File: src/rtl/bootrom_resp_pkg.sv
// +----------------------------------------------------------------------------+
// | Module      : bootrom_resp_pkg                                             |
// | Description : FSM encodings and AXI response/burst codes for the boot ROM  |
// |               responder.                                                   |
// | Revision    : 1.0 - initial release                                        |
// +----------------------------------------------------------------------------+
`default_nettype none

package bootrom_resp_pkg;

    typedef enum logic [1:0] {
        R_IDLE  = 2'd0,
        R_FETCH = 2'd1,
        R_WAIT  = 2'd2,
        R_SEND  = 2'd3
    } read_state_e;

    typedef enum logic [1:0] {
        W_IDLE  = 2'd0,
        W_DRAIN = 2'd1,
        W_RESP  = 2'd2
    } write_state_e;

    localparam logic [1:0] RESP_OKAY   = 2'b00;
    localparam logic [1:0] RESP_SLVERR = 2'b10;

    localparam logic [1:0] BURST_FIXED = 2'b00;
    localparam logic [1:0] BURST_INCR  = 2'b01;
    localparam logic [1:0] BURST_WRAP  = 2'b10;

endpackage

`default_nettype wire

File: src/rtl/axi_bootrom_wr_sink.sv
// +----------------------------------------------------------------------------+
// | Module      : axi_bootrom_wr_sink                                          |
// | Description : AW/W/B path; drains every write burst and answers SLVERR.    |
// | Revision    : 1.0 - initial release                                        |
// +----------------------------------------------------------------------------+
`default_nettype none

module axi_bootrom_wr_sink
    import bootrom_resp_pkg::*;
#(
    parameter int unsigned AxiIdWidth = 4
) (
    input  logic                  clk_i,
    input  logic                  rst_ni,
    input  logic                  aw_valid_i,
    output logic                  aw_ready_o,
    input  logic [AxiIdWidth-1:0] aw_id_i,
    input  logic                  w_valid_i,
    output logic                  w_ready_o,
    input  logic                  w_last_i,
    output logic                  b_valid_o,
    input  logic                  b_ready_i,
    output logic [AxiIdWidth-1:0] b_id_o,
    output logic [1:0]            b_resp_o
);

    write_state_e          state_q, state_d;
    logic [AxiIdWidth-1:0] id_q, id_d;

    always_ff @(posedge clk_i or negedge rst_ni) begin
        if (!rst_ni) begin
            state_q <= W_IDLE;
            id_q    <= '0;
        end else begin
            state_q <= state_d;
            id_q    <= id_d;
        end
    end

    always_comb begin
        state_d = state_q;
        id_d    = id_q;
        case (state_q)
            W_IDLE: begin
                if (aw_valid_i) begin
                    id_d    = aw_id_i;
                    state_d = W_DRAIN;
                end
            end
            W_DRAIN: begin
                if (w_valid_i && w_last_i) begin
                    state_d = W_RESP;
                end
            end
            W_RESP: begin
                if (b_ready_i) begin
                    state_d = W_IDLE;
                end
            end
            default: state_d = W_IDLE;
        endcase
    end

    always_comb begin
        aw_ready_o = 1'b0;
        w_ready_o  = 1'b0;
        b_valid_o  = 1'b0;
        b_id_o     = '0;
        b_resp_o   = RESP_OKAY;
        case (state_q)
            W_IDLE:  aw_ready_o = 1'b1;
            W_DRAIN: w_ready_o  = 1'b1;
            W_RESP: begin
                b_valid_o = 1'b1;
                b_id_o    = id_q;
                b_resp_o  = RESP_SLVERR;
            end
            default: ;
        endcase
    end

endmodule

`default_nettype wire

File: src/rtl/axi_bootrom_responder.sv
// +----------------------------------------------------------------------------+
// | Module      : axi_bootrom_responder                                        |
// | Description : AXI4 subordinate serving read bursts from a 1-cycle ROM and  |
// |               rejecting writes. CVA6_BOOTROM_ERR_CNT_EN adds err_cnt_o.    |
// | Revision    : 1.0 - initial release                                        |
// +----------------------------------------------------------------------------+
`default_nettype none

module axi_bootrom_responder
    import bootrom_resp_pkg::*;
#(
    parameter int unsigned                AxiIdWidth   = 4,
    parameter int unsigned                AxiAddrWidth = 64,
    parameter int unsigned                AxiDataWidth = 64,
    parameter logic [AxiAddrWidth-1:0]    BaseAddr     = 'h1_0000,
    parameter logic [AxiAddrWidth-1:0]    RomBytes     = 'h1_0000,
    parameter int unsigned                RomAddrWidth = $clog2(RomBytes / 8)
) (
    input  logic                    clk_i,
    input  logic                    rst_ni,
    input  logic                    ar_valid_i,
    output logic                    ar_ready_o,
    input  logic [AxiIdWidth-1:0]   ar_id_i,
    input  logic [AxiAddrWidth-1:0] ar_addr_i,
    input  logic [7:0]              ar_len_i,
    input  logic [2:0]              ar_size_i,
    input  logic [1:0]              ar_burst_i,
    output logic                    r_valid_o,
    input  logic                    r_ready_i,
    output logic [AxiIdWidth-1:0]   r_id_o,
    output logic [AxiDataWidth-1:0] r_data_o,
    output logic [1:0]              r_resp_o,
    output logic                    r_last_o,
    input  logic                    aw_valid_i,
    output logic                    aw_ready_o,
    input  logic [AxiIdWidth-1:0]   aw_id_i,
    input  logic                    w_valid_i,
    output logic                    w_ready_o,
    input  logic                    w_last_i,
    output logic                    b_valid_o,
    input  logic                    b_ready_i,
    output logic [AxiIdWidth-1:0]   b_id_o,
    output logic [1:0]              b_resp_o,
    output logic                    rom_req_o,
    output logic [RomAddrWidth-1:0] rom_addr_o,
    input  logic [AxiDataWidth-1:0] rom_rdata_i
`ifdef CVA6_BOOTROM_ERR_CNT_EN
    ,
    output logic [15:0]             err_cnt_o
`endif
);

    localparam logic [AxiAddrWidth-1:0] c_ROM_END = BaseAddr + RomBytes;
    localparam logic [AxiAddrWidth-1:0] c_ONE     = {{(AxiAddrWidth-1){1'b0}}, 1'b1};

    read_state_e             state_q, state_d;
    logic [AxiIdWidth-1:0]   id_q, id_d;
    logic [AxiAddrWidth-1:0] addr_q, addr_d;
    logic [7:0]              len_q, len_d;
    logic [7:0]              beat_q, beat_d;
    logic [2:0]              size_q, size_d;
    logic [1:0]              burst_q, burst_d;
    logic [AxiDataWidth-1:0] data_q, data_d;
    logic                    err_q, err_d;

    logic                    w_addr_err;
    logic                    w_last_beat;
    logic [AxiAddrWidth-1:0] w_off;
    logic [AxiAddrWidth-1:0] w_step;
    logic [AxiAddrWidth-1:0] w_next_addr;
    logic                    w_unused;

    // Error is judged from the current beat address, so an INCR burst that
    // walks off the end of the region turns to SLVERR from that beat onward.
    assign w_addr_err  = (addr_q < BaseAddr) || (addr_q >= c_ROM_END) ||
                         (burst_q == BURST_WRAP) || (size_q > 3'd3);
    assign w_last_beat = (beat_q == len_q);
    assign w_off       = addr_q - BaseAddr;
    assign w_step      = c_ONE << size_q;
    assign w_next_addr = (addr_q & ~(w_step - c_ONE)) + w_step;
    assign w_unused    = ^{w_off[AxiAddrWidth-1:RomAddrWidth+3], w_off[2:0]};

    always_ff @(posedge clk_i or negedge rst_ni) begin
        if (!rst_ni) begin
            state_q <= R_IDLE;
        end else begin
            state_q <= state_d;
        end
    end

    always_ff @(posedge clk_i or negedge rst_ni) begin
        if (!rst_ni) begin
            id_q    <= '0;
            addr_q  <= '0;
            len_q   <= '0;
            beat_q  <= '0;
            size_q  <= '0;
            burst_q <= '0;
            data_q  <= '0;
            err_q   <= 1'b0;
        end else begin
            id_q    <= id_d;
            addr_q  <= addr_d;
            len_q   <= len_d;
            beat_q  <= beat_d;
            size_q  <= size_d;
            burst_q <= burst_d;
            data_q  <= data_d;
            err_q   <= err_d;
        end
    end

    always_comb begin
        state_d = state_q;
        case (state_q)
            R_IDLE:  if (ar_valid_i) state_d = R_FETCH;
            R_FETCH: state_d = R_WAIT;
            R_WAIT:  state_d = R_SEND;
            R_SEND:  if (r_ready_i) state_d = w_last_beat ? R_IDLE : R_FETCH;
            default: state_d = R_IDLE;
        endcase
    end

    always_comb begin
        id_d    = id_q;
        addr_d  = addr_q;
        len_d   = len_q;
        beat_d  = beat_q;
        size_d  = size_q;
        burst_d = burst_q;
        data_d  = data_q;
        err_d   = err_q;
        case (state_q)
            R_IDLE: begin
                if (ar_valid_i) begin
                    id_d    = ar_id_i;
                    addr_d  = ar_addr_i;
                    len_d   = ar_len_i;
                    size_d  = ar_size_i;
                    burst_d = ar_burst_i;
                    beat_d  = '0;
                end
            end
            R_WAIT: begin
                data_d = w_addr_err ? '0 : rom_rdata_i;
                err_d  = w_addr_err;
            end
            R_SEND: begin
                if (r_ready_i && !w_last_beat) begin
                    beat_d = beat_q + 8'd1;
                    if (burst_q == BURST_INCR) begin
                        addr_d = w_next_addr;
                    end
                end
            end
            default: ;
        endcase
    end

    always_comb begin
        ar_ready_o = 1'b0;
        rom_req_o  = 1'b0;
        rom_addr_o = '0;
        r_valid_o  = 1'b0;
        r_id_o     = '0;
        r_data_o   = '0;
        r_resp_o   = RESP_OKAY;
        r_last_o   = 1'b0;
        case (state_q)
            R_IDLE: ar_ready_o = 1'b1;
            R_FETCH: begin
                if (!w_addr_err) begin
                    rom_req_o  = 1'b1;
                    rom_addr_o = w_off[RomAddrWidth+2:3];
                end
            end
            R_SEND: begin
                r_valid_o = 1'b1;
                r_id_o    = id_q;
                r_data_o  = data_q;
                r_resp_o  = err_q ? RESP_SLVERR : RESP_OKAY;
                r_last_o  = w_last_beat;
            end
            default: ;
        endcase
    end

    axi_bootrom_wr_sink #(
        .AxiIdWidth (AxiIdWidth)
    ) u_wr_sink (
        .clk_i      (clk_i),
        .rst_ni     (rst_ni),
        .aw_valid_i (aw_valid_i),
        .aw_ready_o (aw_ready_o),
        .aw_id_i    (aw_id_i),
        .w_valid_i  (w_valid_i),
        .w_ready_o  (w_ready_o),
        .w_last_i   (w_last_i),
        .b_valid_o  (b_valid_o),
        .b_ready_i  (b_ready_i),
        .b_id_o     (b_id_o),
        .b_resp_o   (b_resp_o)
    );

`ifdef CVA6_BOOTROM_ERR_CNT_EN
    logic [15:0] err_cnt_q, err_cnt_d;
    logic [1:0]  w_err_inc;
    logic [16:0] w_err_sum;

    // R and B error handshakes can coincide, so the step is 0, 1 or 2.
    always_comb begin
        w_err_inc = {1'b0, r_valid_o && r_ready_i && (r_resp_o == RESP_SLVERR)} +
                    {1'b0, b_valid_o && b_ready_i && (b_resp_o == RESP_SLVERR)};
        w_err_sum = {1'b0, err_cnt_q} + {15'd0, w_err_inc};
        err_cnt_d = w_err_sum[16] ? 16'hFFFF : w_err_sum[15:0];
    end

    always_ff @(posedge clk_i or negedge rst_ni) begin
        if (!rst_ni) begin
            err_cnt_q <= '0;
        end else begin
            err_cnt_q <= err_cnt_d;
        end
    end

    assign err_cnt_o = err_cnt_q;
`endif

endmodule

`default_nettype wire

File: config.mk
export PLATFORM = sky130hd
export DESIGN_NAME = axi_bootrom_responder
export DESIGN_NICKNAME = d
export VERILOG_FILES = /design/src/rtl/bootrom_resp_pkg.sv /design/src/rtl/axi_bootrom_wr_sink.sv /design/src/rtl/axi_bootrom_responder.sv
export SDC_FILE = /design/constraint.sdc
export NUM_CORES = 1
export LEC_CHECK = 0
export ABC_CLOCK_PERIOD_IN_PS = 3600
export CAP_MARGIN = 10
export CORE_MARGIN = 3
export CORE_UTILIZATION = 35
export CTS_BUF_LIST = sky130_fd_sc_hd__clkbuf_4 sky130_fd_sc_hd__clkbuf_8
export DETAILED_ROUTE_END_ITERATION = 12
export PLACE_DENSITY = 0.69
export SLEW_MARGIN = 25
export SYNTH_ARGS = -nofsm -noshare
export SYNTH_HDL_FRONTEND = slang
export SYNTH_SLANG_ARGS = --single-unit
export TNS_END_PERCENT = 50
File: constraint.sdc
create_clock -name clk_i -period 3.6 [get_ports clk_i]
set_input_delay 0.72 -clock clk_i [delete_from_list [all_inputs] [get_ports clk_i]]
set_output_delay 0.72 -clock clk_i [all_outputs]
set_load 0.02 [all_outputs]
# After elaboration in Yosys (flattened, before gate mapping)
# Cells that the tools add are included.
totals:
  register_bits: 162
  inputBits: 157
  out_inout_bits: 96
  elab_cells: 83
classes:
  n_addsub: 4
  n_lt_le_gt_ge: 3
  eq_ne: 15
  shifts: 1
  muxes: 32
  n_bitwise: 2
  n_reduce_logical: 15
ops:
  columns: ["operator", "count"]
  rows:
  - ["2-to-1 mux 64 bit", 5]
  - ["case mux 64 bit (2 select lines)", 1]
  - ["adder 64 bit", 1]
  - ["AND 64 bit", 1]
  - ["greater-or-equal comparator 64 x 18 -> 1 bit, second input constant", 1]
  - ["< comparator 64 x 17 -> 1 bit, second input constant", 1]
  - ["inverter 64 bit", 1]
  - ["<< shifter 1 x 3 -> 64 bit, first input constant", 1]
  - ["subtractor 64 x 1 -> 64 bit, second input constant", 1]
  - ["2-to-1 mux 13 bit", 2]
  - ["2-to-1 mux 2 bit", 8]
  - ["2-to-1 mux 8 bit", 2]
  - ["case mux 8 bit (2 select lines)", 1]
  - ["subtractor 16 x 1 -> 16 bit, second input constant", 1]
  - ["inequality test 2 bit, second input constant", 6]
  - ["2-to-1 mux 1 bit", 9]
  - ["adder 8 x 1 -> 8 bit, second input constant", 1]
  - ["equality test 2 bit, second input constant", 4]
  - ["equality test 8 bit", 1]
  - ["2-to-1 mux 4 bit", 2]
  - ["case mux 2 bit (4 select lines)", 1]
  - ["equality test 2 x 1 -> 1 bit, second input constant", 3]
  - ["case mux 2 bit (3 select lines)", 1]
  - ["AND reduction 2 bit", 3]
  - ["other kinds (9)", 14]

# Longest topological paths before layout
depth:
  depth_word: 8
  ltp_mapped: 16
  ltp_nobuf: 12

# Cells and area by module
# Synthesis repeated with hierarchy kept, for this count alone.
hier_totals:
  hier_cells: 1108
  hier_area_um2: 9380.2
by_module_without_submodules:
  columns: ["module", "n_inst", "cells_per_inst", "area_each_um2", "seq_area_each_um2"]
  rows:
  - ["axi_bootrom_responder", 1, 1083, 9077.5, 3903.7]
  - ["axi_bootrom_wr_sink", 1, 25, 302.8, 150.1]

# Worst setup path after synthesis
# No wires, ideal clock.
synth_path:
  path_type: "reg-to-reg"
  start: "register size_q[1]"
  end: "register addr_q[60]"
  setup_ns: 0.126
  arrival_time_ns: 3.634
  required_ns: 3.474
  path_slack_ns: -0.160
  path_stages_with_launch: 13
  n_path_buf: 4
  synth_period_minus_slack_ns: 3.760
  cell_sequence: "dfrtp_1 -> buf_2 -> clkbuf_1 -> or3_1 -> ha_1 -> buf_6 -> or4_4 -> a311oi_4 -> nand4_2 -> and2_1 -> buf_6 -> or4_4 -> a311o_1"
synth_between:
  elab_chain_cells: 8
synth_rtl:
  columns: ["element", "line", "rtl"]
  rows:
  - ["start, declared", "axi_bootrom_responder.sv:61", "logic [2:0] size_q, size_d;"]
  - ["start signal, assigned", "axi_bootrom_responder.sv:106", "size_q <= size_d;"]
  - ["<< shifter 1 x 3 -> 64 bit *", "axi_bootrom_responder.sv:79", "assign w_step = c_ONE << size_q;"]
  - ["subtractor 64 x 1 -> 64 bit", "axi_bootrom_responder.sv:80", "assign w_next_addr = (addr_q & ~(w_step - c_ONE)) + w_step;"]
  - ["inverter 64 bit", "axi_bootrom_responder.sv:80", null]
  - ["AND 64 bit", "axi_bootrom_responder.sv:80", null]
  - ["adder 64 bit *", "axi_bootrom_responder.sv:80", null]
  - ["2-to-1 mux 64 bit *", "axi_bootrom_responder.sv:151", "if (burst_q == BURST_INCR) begin"]
  - ["2-to-1 mux 64 bit *", "axi_bootrom_responder.sv:149", "if (r_ready_i && !w_last_beat) begin"]
  - ["case mux 64 bit (2 select lines) *", "axi_bootrom_responder.sv:133", "case (state_q)"]
  - ["end signal, assigned", "axi_bootrom_responder.sv:103", "addr_q <= addr_d;"]
  - ["end, declared", "axi_bootrom_responder.sv:58", "logic [AxiAddrWidth-1:0] addr_q, addr_d;"]
# Mark *: on every way between the ends. The rest lies on a longest branch, timed or not. The select of a mux whose other input is x is not followed.
# A chain may end at the register's enable or synchronous reset.

# Worst setup path in the final report
layout_path:
  start: "register addr_q[57]"
  end: "output rom_addr_o[7]"
layout_between:
  elab_chain_cells: 6
  word_cells_on_any_way: 7
  classes_between: "2 x order compare; 2 x mux; 3 x reduce/logical"
layout_rtl:
  columns: ["element", "line", "rtl"]
  rows:
  - ["< comparator 64 x 17 -> 1 bit / greater-or-equal comparator 64 x 18 -> 1 bit (equally long branches)", "axi_bootrom_responder.sv:75", "assign w_addr_err = (addr_q < BaseAddr) || (addr_q >= c_ROM_END) ||"]
  - ["logical OR 1 bit * (2 in a row)", "axi_bootrom_responder.sv:75", null]
  - ["logical OR 1 bit *", "axi_bootrom_responder.sv:76", "(burst_q == BURST_WRAP) || (size_q > 3'd3);"]
  - ["2-to-1 mux 13 bit *", "axi_bootrom_responder.sv:172", "if (!w_addr_err) begin"]
  - ["2-to-1 mux 13 bit *", "axi_bootrom_responder.sv:169", "case (state_q)"]
  - ["end, declared", "axi_bootrom_responder.sv:45", "output logic [RomAddrWidth-1:0] rom_addr_o,"]
# Mark *: on every way between the ends. The rest lies on a longest branch, timed or not.

==> flow_metrics.py <==
metrics = {
    "logic_synthesis": {
        "netlist_top_cells_area": "dfrtp_1, o21ai_0, nand3_1, nor2_1, inv_1",
        "synth_top_family_by_area": "simple AND/OR/NAND/NOR gates",
        "synth_compound_area_frac": 0.175,
        "yosysTopAreaCellShare": 0.422,
        "synthSimpleGateAreaFrac": 0.253,
        "async_flop_share": 1.00,
        "synth-xor-area-share": 0.0173,
        "yosysSeqAreaShare": 0.422,
        "yosysWarningCount": 0,
        "synth_seq_cells": 162,
        "synth_fa_ha_area_frac": 0.0130,
        "syn_area_mm2": 0.00961,
        "synth_ff_type": "dfrtp_1",
        "synth_cells": 1143,
        "synth_commonest_cells": "dfrtp_1, nor2_1, o21ai_0",
        "yosys.area.top_type": "dfrtp_1",
        "yosysMostFrequentCell": "dfrtp_1",
        "syn_area_per_cell_um2": 8.41,
        "synth_edf_count": 0,
        "ys_types": 77,
        "synthMuxAreaShare": 0.0488,
    },
    "sta": {
        "slew_violations": 0,
        "relSlewSlack": 0.423,
        "finalCritPeriodShare": 0.957,
        "worst_pin_slew_ns": 0.865,
        "post-route-min-period_ns": 3.45,
        "timing.fmax_ghz": 0.290,
        "fin_ws_ns": 0.155,
        "hold_viol": 0,
        "rsz0062_at_grt": "true",
        "skew_ns": 0.0246,
        "setup_viol": 0,
    },
    "place": {
        "io_buffers": 250,
        "dp_slack_ns": 0.223,
        "hpwl_um": 25000,
        "dpl.cell_count": 1712,
        "globalplace.congestion": 0.985,
    },
    "layout": {
        "final_cells": 1747,
        "antenna_cells": 0,
        "syn_to_final_growth_pct": 37.0,
        "final_util": 0.489,
        "drive_gt1_frac": 0.107,
        "fin_nets": 1560,
    },
    "global_routing": {
        "grt_pass1_wl_um": 53900,
        "overflow": 0,
        "grt_pass1_vias": 9683,
        "grt_antenna_before_repair": 0,
        "grt.total_usage": 0.231,
        "grt_max_degree": 99,
    },
    "clock_tree": {
        "clkSlewWorstSetupHoldPaths_ns": 0.12,
        "h-tree-depth": 4,
        "cts_hold_buf": 0,
        "cts_tree": "done",
        "cts_buffer_depth": 2,
        "clock_sink_count": 162,
        "cts-buffers-inserted": 17,
        "root_buffer": "clkbuf_8",
        "clk_latency_ns": 0.48,
    },
    "routing": {
        "drt.antenna.violating_nets": 0,
        "wirelength_um": 34600,
        "drt-initial-drc-count": 763,
        "drc_errors": 0,
        "num_vias": 9693,
        "viasPerCell": 5.55,
        "first_pass_iters": 5,
        "wire_per_inst_um": 19.8,
    },
    "pwr": {
        "p_total_w": 0.00843,
        "p_leak_nw": 5.30,
        "peakVddDrop_mv": 0.333,
        "powerDensity_mw_per_mm2": 640,
    },
    "setup_path": {
        "crit_slowest_cell": "nor4_1",
        "critical_path.cell_chain": "nor4_1, nand4_1, nor4_2, buf_6, and3_1, dlygate4sd2_1",
        "crit_fanout": 15,
        "cp-start-kind": "flip-flop",
        "max_stage_delay_ns": 0.52,
        "arrival_ns": 2.73,
        "critPathCaptureType": "output port",
        "critical_path_class": "flip-flop to output port",
        "worstPathRequired_ns": 2.88,
    },
    "die": {
        "core_area_mm2": 0.0270,
        "start_util": 0.357,
        "io_pins": 253,
        "die_w_um": 172,
        "rows": 60,
        "die_y_um": 172,
        "die_area_mm2": 0.0295,
    },
    "status": {
        "status": "completed",
    },
    "worst_hold_path": {
        "hold_class": "primary input to async pin",
    },
    "job": {
        "drv_cap": 0,
    },
}
[cell usage in the layout (no fill, tap or decap), types with 23 or more instances in the layout]
master	count
clkdlybuf4s50_1	235
dfrtp_1	162
nor2_1	124
o21ai_0	111
nand3_1	103
inv_1	82
nand2_1	65
buf_4	65
and3_1	39
a21oi_1	28
nor4_1	24
a22oi_1	23
mux2_2	23
[per-layer routing]
metal | vias up | GRT usage | part of all wire | wire length, um
li1 | 4592 | - | - | -
met1 | 4651 | 0.305 | 0.42 | 14500
met2 | 399 | 0.381 | 0.48 | 16700
met3 | 51 | 0.0577 | 0.080 | 2760
met4 | 0 | 0.0616 | 0.021 | 730
met5 | - | 0 | 0 | 0
[power breakdown]
group	switching, W	leakage (nW)	internal [W]
registers	0.000677	2.07	0.00234
logic	0.00237	3.03	0.00165
clock network	0.000858	0.195	0.000526
total	0.00391	5.30	0.00452
[final timing paths]
path | startpoint | slack (ns) | cells past startpoint | to
max | addr_q[57]$_DFFE_PN0P_ | 0.15 | 6 | rom_addr_o[7]
min | rst_ni | 0.31 | 1 | addr_q[22]$_DFFE_PN0P_
max reg2reg | size_q[1]$_DFFE_PN0P_ | 0.20 | 8 | addr_q[60]$_DFFE_PN0P_
min reg2reg | u_wr_sink.state_q[1]$_DFFE_PN0P_ | 0.50 | 1 | u_wr_sink.state_q[0]$_DFFE_PN0P_
max in group asynchronous | rst_ni | 2.44 | 2 | addr_q[8]$_DFFE_PN0P_
min in group clk_i | u_wr_sink.state_q[1]$_DFFE_PN0P_ | 0.50 | 1 | u_wr_sink.state_q[0]$_DFFE_PN0P_
[layout make-up]
cell class,count,area (um^2)
Clock buffer,17,234
Clock inverter,15,164
Fill cell,2587,13800
Inverter,83,313
Multi-Input combinational cell,811,4960
Sequential cell,162,4050
Tap cell,341,427
Timing Repair Buffer,318,3020
[critical path: cells and delay by family (launching register included)]
family | cells | cell delay [ns]
buffers and inverters | 2 | 0.56
AND/OR/NAND/NOR | 4 | 1.32
flip-flops | 1 | 0.39
[through the flow]
step	setup TNS, ns	cell area [um^2]	hold slack, ns
after floorplan	0	9670	0.424
after global placement	0	12700	0.480
after detailed placement	0	12700	0.489
after CTS	0	13100	0.374
after global routing	-0.114	13200	0.352
final	0	13200	0.310
[state kept, by name (all words and copies together), names as in the netlist]
signal / flops
u_wr_sink.state_q: 2
size_q: 3
id_q: 4
state_q: 2
burst_q: 2
len_q: 8
addr_q: 64
data_q: 64
beat_q: 8
err_q: 1
u_wr_sink.id_q: 4
[timing repair]
action / 4_1_cts / 5_1_grt
pin swaps: 0 / 1
setup endpoints to repair: 14 / 32
setup buffers: 3 / 0
gates resized for setup: 15 / 13
[kinds of logic after synthesis]
family	count (synthesis)
flops	162
mux	44
buf+inv	171
simple gates	475
fa+ha+maj	10
compound gates	261
xor+xnor	19
other cells	1
No activity file was read; power rests on OpenSTA's default activity.
